$ cat src/rtl/uart_autobaud_pkg.sv
// Shared types for the UART auto-baud block: FSM states and the error codes
// reported on err_code_o.
package uart_autobaud_pkg;

  typedef enum logic [1:0] {
    ERR_NONE     = 2'b00,
    ERR_TIMEOUT  = 2'b01,
    ERR_FAST     = 2'b10,
    ERR_MISMATCH = 2'b11
  } err_code_e;

  typedef enum logic [1:0] {
    ST_IDLE      = 2'b00,
    ST_WAIT_HIGH = 2'b01,
    ST_WAIT_FALL = 2'b10,
    ST_MEASURE   = 2'b11
  } ab_state_e;

  // A 0x55 character gives 5 falling edges spanning 8 bit-times, so the
  // cycles-per-bit divisor is the total span divided by 8, rounded.
  localparam int unsigned EDGES_PER_CHAR = 5;
  localparam int unsigned SPAN_SHIFT     = 3;
  localparam int unsigned ROUND_BIAS     = 4;
  // Interval tolerance is +/- I1/4.
  localparam int unsigned TOL_SHIFT      = 2;

endpackage

$ cat src/rtl/uart_autobaud_if.sv
// Control/status bundle of the auto-baud block. The slave side is the
// measurement engine; the master side is whoever arms it and consumes div_o.
interface uart_autobaud_if #(
  parameter int DIV_WIDTH = 16
);
  import uart_autobaud_pkg::*;

  logic                 start_i;
  logic                 abort_i;
  logic                 busy_o;
  logic                 done_o;
  logic                 err_o;
  err_code_e            err_code_o;
  logic [DIV_WIDTH-1:0] div_o;

  modport master (
    output start_i, abort_i,
    input  busy_o, done_o, err_o, err_code_o, div_o
  );

  modport slave (
    input  start_i, abort_i,
    output busy_o, done_o, err_o, err_code_o, div_o
  );

endinterface

$ cat src/rtl/uart_rx_edge_det.sv
// RX line conditioning: synchronizer, optional 3-sample majority filter
// (enabled by UART_AUTOBAUD_GLITCH_FILTER_EN, adds 2 cycles of latency),
// and a falling-edge detector on the conditioned line. All flops reset to 1
// so the idle-high line never produces a spurious edge out of reset.
module uart_rx_edge_det #(
  parameter int SYNC_STAGES = 2
) (
  input  logic clk_i,
  input  logic rst_i,
  input  logic rx_i,
  output logic line_o,
  output logic fall_o
);

  logic [SYNC_STAGES-1:0] sync_q;
  logic                   line_prev_q;
  logic                   line_w;

  // Metastability synchronizer chain.
  always_ff @(posedge clk_i) begin
    if (rst_i) begin
      sync_q <= '1;
    end else begin
      sync_q[0] <= rx_i;
      for (int i = 1; i < SYNC_STAGES; i++) begin
        sync_q[i] <= sync_q[i-1];
      end
    end
  end

`ifdef UART_AUTOBAUD_GLITCH_FILTER_EN
  logic [1:0] hist_q;
  logic       filt_q;
  logic       maj_w;

  assign maj_w = (sync_q[SYNC_STAGES-1] & hist_q[0]) |
                 (sync_q[SYNC_STAGES-1] & hist_q[1]) |
                 (hist_q[0] & hist_q[1]);

  // Majority vote over the last three synchronized samples, registered so a
  // clean step is delayed by a constant 2 cycles.
  always_ff @(posedge clk_i) begin
    if (rst_i) begin
      hist_q <= 2'b11;
      filt_q <= 1'b1;
    end else begin
      hist_q <= {hist_q[0], sync_q[SYNC_STAGES-1]};
      filt_q <= maj_w;
    end
  end

  assign line_w = filt_q;
`else
  assign line_w = sync_q[SYNC_STAGES-1];
`endif

  // Previous conditioned level for edge detection.
  always_ff @(posedge clk_i) begin
    if (rst_i) begin
      line_prev_q <= 1'b1;
    end else begin
      line_prev_q <= line_w;
    end
  end

  assign line_o = line_w;
  assign fall_o = line_prev_q & ~line_w;

endmodule

$ cat src/rtl/uart_autobaud.sv
// UART auto-baud detector. Times the five falling edges of a received 0x55
// and reports the rounded cycles-per-bit divisor. Optional input glitch
// filter: define UART_AUTOBAUD_GLITCH_FILTER_EN.
//
// state        | meaning
// ST_IDLE      | not armed; start_i arms and clears err_code_o
// ST_WAIT_HIGH | armed, waiting for an idle (high) line
// ST_WAIT_FALL | waiting for the start-bit falling edge, no timeout
// ST_MEASURE   | timing edges 2..5, checking interval consistency
module uart_autobaud
  import uart_autobaud_pkg::*;
#(
  parameter int DIV_WIDTH   = 16,
  parameter int DIV_MIN     = 4,
  parameter int SYNC_STAGES = 2
) (
  input  logic            clk_i,
  input  logic            rst_i,
  input  logic            rx_i,
  uart_autobaud_if.slave  bus_if
);

  localparam int IW = DIV_WIDTH + 2;
  localparam int TW = DIV_WIDTH + 4;

  localparam logic [IW-1:0] IVL_SAT   = '1;
  localparam logic [TW:0]   DIV_MAX   = {{(TW+1-DIV_WIDTH){1'b0}}, {DIV_WIDTH{1'b1}}};
  localparam logic [TW:0]   DIV_MIN_T = (TW+1)'(DIV_MIN);
  localparam logic [TW:0]   RND_T     = (TW+1)'(ROUND_BIAS);
  localparam logic [2:0]    LAST_IDX  = 3'(EDGES_PER_CHAR - 2);

  logic line_w;
  logic fall_w;

  uart_rx_edge_det #(
    .SYNC_STAGES (SYNC_STAGES)
  ) u_edge (
    .clk_i  (clk_i),
    .rst_i  (rst_i),
    .rx_i   (rx_i),
    .line_o (line_w),
    .fall_o (fall_w)
  );

  ab_state_e            state_q, state_d;
  logic [IW-1:0]        ivl_q, ivl_d;
  logic [TW-1:0]        tot_q, tot_d;
  logic [IW-1:0]        i1_q, i1_d;
  logic [2:0]           edge_cnt_q, edge_cnt_d;
  logic                 done_q, done_d;
  logic                 err_q, err_d;
  err_code_e            err_code_q, err_code_d;
  logic [DIV_WIDTH-1:0] div_q, div_d;

  // The interval/total values on an edge cycle include that cycle itself,
  // so an edge N cycles after the previous one measures exactly N.
  logic [IW-1:0] ivl_inc;
  logic [TW-1:0] tot_inc;
  logic [IW:0]   tol_lo, tol_hi;
  logic          in_tol;
  logic [TW:0]   div_full;

  assign ivl_inc  = ivl_q + 1'b1;
  assign tot_inc  = tot_q + 1'b1;
  assign tol_lo   = {1'b0, i1_q} - {1'b0, (i1_q >> TOL_SHIFT)};
  assign tol_hi   = {1'b0, i1_q} + {1'b0, (i1_q >> TOL_SHIFT)};
  assign in_tol   = ({1'b0, ivl_inc} >= tol_lo) && ({1'b0, ivl_inc} <= tol_hi);
  assign div_full = ({1'b0, tot_inc} + RND_T) >> SPAN_SHIFT;

  // State, counters and registered outputs.
  always_ff @(posedge clk_i) begin
    if (rst_i) begin
      state_q    <= ST_IDLE;
      ivl_q      <= '0;
      tot_q      <= '0;
      i1_q       <= '0;
      edge_cnt_q <= '0;
      done_q     <= 1'b0;
      err_q      <= 1'b0;
      err_code_q <= ERR_NONE;
      div_q      <= DIV_WIDTH'(DIV_MIN);
    end else begin
      state_q    <= state_d;
      ivl_q      <= ivl_d;
      tot_q      <= tot_d;
      i1_q       <= i1_d;
      edge_cnt_q <= edge_cnt_d;
      done_q     <= done_d;
      err_q      <= err_d;
      err_code_q <= err_code_d;
      div_q      <= div_d;
    end
  end

  // Next-state, counter and result logic. Abort outranks everything, then
  // counter saturation, then the edge checks.
  always_comb begin
    state_d    = state_q;
    ivl_d      = ivl_q;
    tot_d      = tot_q;
    i1_d       = i1_q;
    edge_cnt_d = edge_cnt_q;
    done_d     = 1'b0;
    err_d      = 1'b0;
    err_code_d = err_code_q;
    div_d      = div_q;

    unique case (state_q)
      ST_IDLE: begin
        if (bus_if.start_i) begin
          state_d    = ST_WAIT_HIGH;
          err_code_d = ERR_NONE;
        end
      end

      ST_WAIT_HIGH: begin
        if (bus_if.abort_i) begin
          state_d = ST_IDLE;
        end else if (line_w) begin
          state_d = ST_WAIT_FALL;
        end
      end

      ST_WAIT_FALL: begin
        if (bus_if.abort_i) begin
          state_d = ST_IDLE;
        end else if (fall_w) begin
          state_d    = ST_MEASURE;
          ivl_d      = '0;
          tot_d      = '0;
          edge_cnt_d = '0;
        end
      end

      ST_MEASURE: begin
        ivl_d = ivl_inc;
        tot_d = tot_inc;
        if (bus_if.abort_i) begin
          state_d = ST_IDLE;
        end else if (ivl_q == IVL_SAT) begin
          state_d    = ST_IDLE;
          err_d      = 1'b1;
          err_code_d = ERR_TIMEOUT;
        end else if (fall_w) begin
          ivl_d      = '0;
          edge_cnt_d = edge_cnt_q + 1'b1;
          if (edge_cnt_q == 3'd0) begin
            i1_d = ivl_inc;
          end else if (!in_tol) begin
            state_d    = ST_IDLE;
            err_d      = 1'b1;
            err_code_d = ERR_MISMATCH;
          end else if (edge_cnt_q == LAST_IDX) begin
            state_d = ST_IDLE;
            if (div_full > DIV_MAX) begin
              err_d      = 1'b1;
              err_code_d = ERR_TIMEOUT;
            end else if (div_full < DIV_MIN_T) begin
              err_d      = 1'b1;
              err_code_d = ERR_FAST;
            end else begin
              done_d = 1'b1;
              div_d  = div_full[DIV_WIDTH-1:0];
            end
          end
        end
      end

      default: state_d = ST_IDLE;
    endcase
  end

  assign bus_if.busy_o     = (state_q != ST_IDLE);
  assign bus_if.done_o     = done_q;
  assign bus_if.err_o      = err_q;
  assign bus_if.err_code_o = err_code_q;
  assign bus_if.div_o      = div_q;

endmodule

$ cat src/flat_wrapper.sv
// flat-port wrapper written by rule: the top's interface ports become plain ports
module uart_autobaud_flat import uart_autobaud_pkg::*;
#(
  parameter int DIV_WIDTH   = 16,
  parameter int DIV_MIN     = 4,
  parameter int SYNC_STAGES = 2
)
  (clk_i, rst_i, rx_i, bus_if_start_i, bus_if_abort_i, bus_if_busy_o, bus_if_done_o, bus_if_err_o, bus_if_err_code_o, bus_if_div_o);
  uart_autobaud_if #(.DIV_WIDTH(DIV_WIDTH)) bus_if_i ();
  input  logic clk_i;
  input  logic rst_i;
  input  logic rx_i;
  input wire logic [$bits(bus_if_i.start_i)-1:0] bus_if_start_i;
  input wire logic [$bits(bus_if_i.abort_i)-1:0] bus_if_abort_i;
  output wire logic [$bits(bus_if_i.busy_o)-1:0] bus_if_busy_o;
  output wire logic [$bits(bus_if_i.done_o)-1:0] bus_if_done_o;
  output wire logic [$bits(bus_if_i.err_o)-1:0] bus_if_err_o;
  output wire logic [$bits(bus_if_i.err_code_o)-1:0] bus_if_err_code_o;
  output wire logic [$bits(bus_if_i.div_o)-1:0] bus_if_div_o;
  assign bus_if_i.start_i = bus_if_start_i;
  assign bus_if_i.abort_i = bus_if_abort_i;
  assign bus_if_busy_o = bus_if_i.busy_o;
  assign bus_if_done_o = bus_if_i.done_o;
  assign bus_if_err_o = bus_if_i.err_o;
  assign bus_if_err_code_o = bus_if_i.err_code_o;
  assign bus_if_div_o = bus_if_i.div_o;
  uart_autobaud #(.DIV_WIDTH(DIV_WIDTH), .DIV_MIN(DIV_MIN), .SYNC_STAGES(SYNC_STAGES)) u_core (.clk_i(clk_i), .rst_i(rst_i), .rx_i(rx_i), .bus_if(bus_if_i));
endmodule
$ cat config.mk
export PLATFORM = sky130hd
export DESIGN_NAME = uart_autobaud_flat
export DESIGN_NICKNAME = d
export VERILOG_FILES = /design/src/rtl/uart_autobaud_pkg.sv /design/src/rtl/uart_autobaud_if.sv /design/src/rtl/uart_rx_edge_det.sv /design/src/rtl/uart_autobaud.sv /design/src/flat_wrapper.sv
export SDC_FILE = /design/constraint.sdc
export NUM_CORES = 1
export LEC_CHECK = 0
export ABC_CLOCK_PERIOD_IN_PS = 5000
export CAP_MARGIN = 20
export CORE_MARGIN = 8
export CORE_UTILIZATION = 58
export CTS_BUF_LIST = sky130_fd_sc_hd__clkbuf_4 sky130_fd_sc_hd__clkbuf_8
export CTS_CLUSTER_SIZE = 12
export DETAILED_ROUTE_END_ITERATION = 6
export GPL_TIMING_DRIVEN = 1
export PLACE_DENSITY = 0.79
export SLEW_MARGIN = 25
export SYNTH_ARGS = -nofsm -noshare
export SYNTH_HDL_FRONTEND = slang
export SYNTH_HIERARCHICAL = 1
export SYNTH_SLANG_ARGS = --single-unit
$ cat constraint.sdc
create_clock -name clk_i -period 5 [get_ports clk_i]
set_input_delay 1.5 -clock clk_i [delete_from_list [all_inputs] [get_ports clk_i]]
set_output_delay 1.5 -clock clk_i [all_outputs]
set_load 0.03 [all_outputs]
==> impl_results.md, run 1 <==
* Worst Skew at 0.00751 ns
* Crit path from: u_core/i1_q[2]
* Fin cells at 1076
* Yosys Warn Count at 6
* DRT Wirelength at 16700 um
* Max VDD drop at between 100 and 150 uV
* Max Transition Viols Final at 0
* Top cell type's share of synthesized area at 0.243
* Wl on met1 at 8130 um
* Drt drc at 0
* Mapped Avg Cell Area at 7.73 um2
* Clock share of power at 0.433
* Compound-Gate Fraction of Synth Area at 0.198
* P_sw at between 300 and 400 uW
* HPWL Detailed at 11900 um
* Post-synthesis simple-gate area fraction at 0.249
* Fill count at 924
* Most common cell in the netlist: nor2_1
* Die span in y at 125 um
* Worst reg-to-reg path cell count at 22
* Sequential share of power at 0.521
* CP Max Fanout at 8
* GRT overflow at 0
* P&R area growth vs syn at 14.5%
* CTS tree: done
* Nets@finish at 1006
* Sum of negative setup slack at -0.0195 ns
* Fraction of registers with async set/reset at 0
* Fraction of the mapped netlist area in adder cells at 0.140
* Cells after DPL at between 1k and 1.5k
* Internal power at 986 uW
* Top FF cell, synth: dfxtp_1
* Core box area at 11800 um2
* Clk slew on worst S/H paths at 0.09 ns
* Reg-to-reg slack, setup at -0.009 ns
* Area of the mapped netlist at 6910 um2
* Placer congestion estimate at 0.859
* CTS Buf Count at 9
* Seq/Total Area, Yosys at 0.243
* Crit. End Element: register
* Die X at approximately 130 um
* Switch share at 0.235
* Antenna diode count at 0
* Metal2 WL at around 7200 um
* Clock sink count at 84
* Netlist cell types at 67
* Combinational Power Share at 0.045
* WL per Instance at 15.5 um
* Worst Setup Path Type: reg -> reg
* CP Capture Point: u_core/bus_if.div_o[13]
* DR iter-0 viols at 616
* First drt pass iteration count at 5
* Remaining antenna violation count at 0
* Power, Total at 1290 uW
* Max-slew headroom at 0.324
* Final Cycle Share at 1.00
* Worst r2r src: u_core/i1_q[2]
* Site Rows at 40
* FF+latch count, synth at 84
* Synth area leader: dfxtp_1
* Initial core utilization at 0.585
* Mux cell area share after synthesis at 0.0232
* Min Tclk post-route at around 5 ns
* CTS max path bufs at 2
* Req. time, crit path at about 5.2 ns
* Achievable Freq at about 200 MHz
* DR top layer: met4
* # IOs at 26
* Leak at approximately 0.0032 uW
* Worst Setup Start Kind: register
* Vias at about 6.5k
* RSZ-0062 raised after global routing: true
* Final setup violation count at 5
* Syn_nets at 975
* EDFF count, synth at 0
* Final setup slack of the worst path at -0.00880 ns
* First-pass GRT wire length at 27200 um
* Syn Inst Count at between 800 and 900
* Top area cells in the synthesized netlist: dfxtp_1 (24%), ha_1 (13%), nor2_1 (7.1%), xnor2_1 (6.2%), a21oi_1 (4.6%)
* Final Hold Fails at 0
* Worst-Skew Late Latency at around 0.37 ns
* CP Data Arrival Time at ~5.2 ns
* Cts hold-fix bufs at 0
* H-tree Lvls at 3
* Vias in the first global route at 5786
* Vias per cell at 6.01
* Port Buf Inserts at 25
* Failing checks: negative setup slack
* P per Cell Area at 163 nW/um2
* Largest family of logic cells by synthesized area: simple AND/OR/NAND/NOR gates
* Met3 routed WL at ~990 um
* Die area at 15700 um2
* Status: finished with violations
* Initial antenna violation count at 0
* Gr usage total at 0.203
* Root buf cell: clkbuf_8
* Pin count of the biggest net entering global routing at between 50 and 60
* XOR/XNOR share of the synthesized area at 0.0975
* Max Cap Viol at 0
* Tightest Pin Transition at 1.01 ns
* HP Class: reg -> reg
* Share of layout cells above drive strength 1 at 0.108
* List of most frequent post-synthesis cells: nor2_1 (131), dfxtp_1 (84), ha_1 (74), a21oi_1 (63), nand2_1 (57)
* Worst R2R End: u_core/bus_if.div_o[13]
==> flip-flops by register name, indices dropped and copies added (netlist names) <==
signal / flops
u_core/bus_if.div_o: 16
u_core/bus_if.done_o: 1
u_core/bus_if.err_code_o: 2
u_core/bus_if.err_o: 1
u_core/edge_cnt_q: 3
u_core/i1_q: 18
u_core/ivl_q: 18
u_core/state_q: 2
u_core/tot_q: 20
u_core/u_edge/line_prev_q: 1
u_core/u_edge/sync_q: 2
==> cells by family after synthesis <==
logic type / count (synthesis)
buffers and inverters: 85
DFF: 84
adders and majority gates: 76
AOI/OAI and AO/OA: 209
and+or+nand+nor: 347
xor gates and xnor gates: 77
muxes: 16
==> cell type report <==
class,count,area (um2),area share
timing repair buffer,61,563,0.0711
clock buffer,10,138,0.0174
inverter,44,168,0.0212
clock inverter,5,86.3,0.0109
multi-input combinational,725,5090,0.643
sequential,84,1690,0.213
tap,147,184,0.0232
==> repair_timing <==
action | in CTS | in global routing
pin swaps | 1 | 29
buffers inserted | 1 | 4
endpoints found under the setup margin | 20 | 22
resized for setup | 4 | 44
cloned | 0 | 2
==> power by group through the flow <==
stage               Sequential [uW]  Clock [uW]  Combinational [uW]
finish                          672         559                58.6
global route                    673         591                64.1
CTS                             673         568                56.0
global placement                689           0                53.7
floorplan                       688           0                37.9
detailed placement              689           0                54.8
==> critical path, stage by stage, from the launching register on <==
cell	delay, ns
dfxtp_2	0.36
ha_4	0.14
inv_2	0.04
fa_2	0.37
or2_4	0.26
a221oi_4	0.30
o21ai_2	0.13
o31ai_4	0.33
o41ai_4	0.10
o31a_1	0.26
xnor2_1	0.13
ha_1	0.32
nand3_2	0.10
or4_1	0.53
o21ai_1	0.10
a21oi_1	0.07
o41ai_2	0.07
o211ai_1	0.25
a2111oi_4	0.37
buf_4	0.22
clkbuf_16	0.17
mux2i_1	0.18
nor2_1	0.05
==> layer usage <==
layer,GRT usage,vias to the layer above
met1,0.281,2980
li1,-,3242
met5,0,-
met2,0.308,205
met3,0.0310,44
met4,0.0809,0
==> cell usage in the layout, fill, tap and decap left out, drive strengths merged, types with 10 or more instances in the layout <==
master,n
nor2,131
dfxtp,84
ha,74
a21oi,63
nand2,57
xnor2,49
inv,44
o21ai,40
buf,35
nand3,30
xor2,28
clkdlybuf4s50,24
a211oi,24
nor3,21
a22oi,20
mux2i,16
nor2b,15
nand2b,15
nand4,14
and3,12
clkbuf,12
a21o,10
==> worst min-delay path by stage <==
| stage | startpoint | to | slack, ns | cells past startpoint |
|---|---|---|---|---|
| after global routing | u_core/u_edge/sync_q[0] | u_core/u_edge/sync_q[1] | 0.45 | 1 |
| after global placement | u_core/u_edge/sync_q[0] | u_core/u_edge/sync_q[1] | 0.40 | 1 |
| after floorplan | u_core/u_edge/sync_q[0] | u_core/u_edge/sync_q[1] | 0.39 | 1 |
| final | u_core/u_edge/sync_q[0] | u_core/u_edge/sync_q[1] | 0.43 | 1 |
| after detailed placement | u_core/u_edge/sync_q[0] | u_core/u_edge/sync_q[1] | 0.41 | 1 |
| after CTS | u_core/u_edge/sync_q[0] | u_core/u_edge/sync_q[1] | 0.44 | 1 |
==> metrics by stage <==
step           worst slack [ns]  hold WS, ns  instance area (um2)  utilization
6_report               -0.00880        0.433                 7920        0.670
4_1_cts                0.000378        0.437                 7650        0.648
5_1_grt                  -0.220        0.455                 7920        0.670
2_1_floorplan            0.0432        0.385                 6910            -
3_5_place_dp             -0.231        0.408                 7400        0.627
3_3_place_gp            -0.0709        0.397                 7400        0.627
Note: power is estimated with default switching activity, not from simulation.
==> inputs of run 2 (changes only) <==
--- a/config.mk
+++ b/config.mk
@@ -7,9 +7,11 @@
 export LEC_CHECK = 0
 export ABC_CLOCK_PERIOD_IN_PS = 5000
 export CAP_MARGIN = 20
+export CORE_ASPECT_RATIO = 1.25
 export CORE_MARGIN = 8
 export CORE_UTILIZATION = 58
 export CTS_BUF_LIST = sky130_fd_sc_hd__clkbuf_4 sky130_fd_sc_hd__clkbuf_8
+export CTS_CLUSTER_DIAMETER = 150
 export CTS_CLUSTER_SIZE = 12
 export DETAILED_ROUTE_END_ITERATION = 6
 export GPL_TIMING_DRIVEN = 1
==> run 2 against run 1 <==
The run now ends clean; sequential cell count is the same; first-iteration DRC count down 43%; global-route usage rose by 0.75 points; final area decreased by 0.47%; sequential power is essentially flat; die area grew 0.14%; total power decreased by 2.3%; clock power is 5.2% lower; register-to-register slack better by 0.16 ns; clock-buffer cell count down 1; setup slack better by 0.16 ns; utilization up 0.80 points; largest power group unchanged.
==> impl_results.md, run 2 (synthesized netlist as in run 1, its figures left out) <==
* HP Class: reg -> reg
* Cts hold-fix bufs at 0 (unchanged)
* Tightest Pin Transition at 0.971 ns (-0.0421 ns)
* HPWL Detailed at 12100 um (+1.9%)
* Final setup violation count at 0 (-5)
* Crit. End Element: register
* Worst-Skew Late Latency at 0.38 ns (about the same)
* P&R area growth vs syn at 14.0%
* Commonest non-fill, non-tap cell in the layout: nor2_1
* Reg area at 1690 um2 (-0.22%)
* Slowest-stage cell, CP: or4_1
* Vias per cell at 5.89 (-2.1%)
* WL per Instance at 15.3 um (-1.5%)
* DRT Wirelength at 16800 um (+0.27%)
* Max reg flops at 20 (unchanged)
* Core box area at 11600 um2 (-1.7%)
* CP Data Arrival Time at 5.08 ns (-0.15 ns)
* Leak at 0.00316 uW (-0.71%)
* Non-Filler Cell Area, Final at 7880 um2 (-0.47%)
* Pin count of the biggest net entering global routing at 52 (-5.5%)
* Die X at 114 um (-9.2%)
* Share of layout cells above drive strength 1 at 0.108 (+0.000494)
* Final Hold Fails at 0 (unchanged)
* CTS tree: done
* Req. time, crit path at 5.23 ns (about the same)
* Achievable Freq at 206 MHz (+3.4%)
* Port Buf Inserts at 25 (unchanged)
* Vias at 6445 (-0.40%)
* Die span in y at 138 um (+10%)
* Worst Skew at 0.0121 ns (+0.00457 ns)
* Max Transition Viols Final at 0 (unchanged)
* First drt pass iteration count at 5 (unchanged)
* Final Cycle Share at 0.969 (-0.0326)
* Drt drc at 0 (unchanged)
* Clk slew on worst S/H paths at 0.10 ns (about the same)
* Antenna diode count at 0 (unchanged)
* Worst Setup Path Type: reg -> reg
* Fill count at 997 (+7.9%)
* CP Max Fanout at 8 (unchanged)
* Min Tclk post-route at 4.85 ns (-0.163 ns)
* Max Cap Viol at 0 (unchanged)
* First-pass GRT wire length at 27800 um (+2.4%)
* Gr usage total at 0.210 (+0.00748)
* Most frequent cells in the layout: nor2_1 (130), dfxtp_1 (80), ha_1 (70), a21oi_1 (60), nand2_1 (57)
* Crit path from: u_core/i1_q[3]
* Top Registers: u_core/tot_q (20), u_core/i1_q (18), u_core/ivl_q (18)
* P per Cell Area at 160 nW/um2 (-1.8%)
* Initial core utilization at 0.595 (+0.00984)
* Die area at 15700 um2 (+0.14%)
* DR iter-0 viols at 349 (-43%)
* Worst hold margin at 0.420 ns (-0.0122 ns)
* Max VDD drop at 104 uV (-0.37%)
* Max-slew headroom at 0.352 (+0.0281)
* Reg with most FFs: u_core/tot_q
* Root buf cell: clkbuf_8
* Placed Area at 7440 um2 (+0.54%)
* Critical path's most frequent cell: o21ai_1
* CTS Buf Count at 9 (unchanged)
* H-tree Lvls at 3 (unchanged)
* Site Rows at 44 (+10%)
* CTS max path bufs at 2 (unchanged)
* Status: complete, no violations
* Clock sink count at 84 (unchanged)
* Remaining antenna violation count at 0 (unchanged)
* Hold path start: u_core/u_edge/sync_q[0]
* GRT overflow at 0 (unchanged)
* Area of the multi-input gates at 5040 um2 (-1.0%)
* Placer congestion estimate at 0.894 (+4.1%)
* Nets@finish at 1010 (+0.40%)
* Worst Setup Start Kind: register
* Initial antenna violation count at 0 (unchanged)
* Vias in the first global route at 6077 (+5.0%)
* # IOs at 26 (unchanged)
* Crit-path max cell delay at 0.48 ns (-0.05 ns)
* Worst r2r src: u_core/i1_q[3]
[run 2: repair_timing]
item / 4_1_cts / 5_1_grt
cloned: 0 / 0
setup endpoints to repair: 3 / 21
gates resized for setup: 20 / 24
buffers inserted: 5 / 3
pin swaps: 15 / 17
[run 2: through the flow]
step | power [uW] | utilization | setup TNS (ns) | instances | setup WS, ns
after CTS | 1270 | 0.667 | 0 | 1092 | 0.00477
after global placement | 743 | 0.641 | 0 | 1071 | 0.0232
after detailed placement | 744 | 0.641 | -0.144 | 1071 | -0.0643
after floorplan | 726 | - | 0 | 894 | 0.0432
final | 1260 | 0.678 | 0 | 1095 | 0.154
after global routing | 1310 | 0.678 | -0.399 | 1095 | -0.0732
[run 2: final cells by class]
class / count / area share
clock buffers: 9 / 0.0157
clock inverters: 7 / 0.0106
inverters: 44 / 0.0210
multi-input cells: 725 / 0.639
flip-flops and latches: 84 / 0.214
well taps: 161 / 0.0256
repair buffers: 65 / 0.0740
[run 2: power by group]
group          switching [uW]  total, uW  internal, uW  leakage, uW
Combinational            36.0       57.2          21.2      0.00238
Sequential               2.29        673           671     0.000679
Clock                     291        530           239     0.000102
Total                     329       1260           931      0.00316
[run 2: final timing paths]
check / end / slack [ns] / depth (start not counted)
worst max-delay path: u_core/bus_if.div_o[10] / 0.15 / 26
worst min register to register: u_core/u_edge/sync_q[1] / 0.42 / 1
worst max register to register: u_core/bus_if.div_o[10] / 0.15 / 26
worst min-delay path: u_core/u_edge/sync_q[1] / 0.42 / 1
[run 2: worst max-delay path, delay by kind of cell, from the launching register on]
kind	cells	cell delay, ns
xor gates and xnor gates	1	0.14
and+or+nand+nor	5	0.80
AOI/OAI and AO/OA	12	1.94
muxes	1	0.21
DFF	1	0.33
adders and majority gates	2	0.52
buffers and inverters	5	0.78
[run 2: layer usage]
layer | vias up | track usage | share of wire
met2 | 150 | 0.360 | 0.49
met1 | 3004 | 0.244 | 0.43
li1 | 3245 | - | -
met3 | 46 | 0.0344 | 0.036
met4 | 0 | 0.111 | 0.042
met5 | - | 0 | 0
==> inputs of run 3 (changes only) <==
--- a/config.mk
+++ b/config.mk
@@ -5,7 +5,6 @@
 export SDC_FILE = /design/constraint.sdc
 export NUM_CORES = 1
 export LEC_CHECK = 0
-export ABC_CLOCK_PERIOD_IN_PS = 5000
 export CAP_MARGIN = 20
 export CORE_ASPECT_RATIO = 1.25
 export CORE_MARGIN = 8
==> results of run 3 <==
Same layout as run 2: the final DEF is identical, and so are final timing and power.
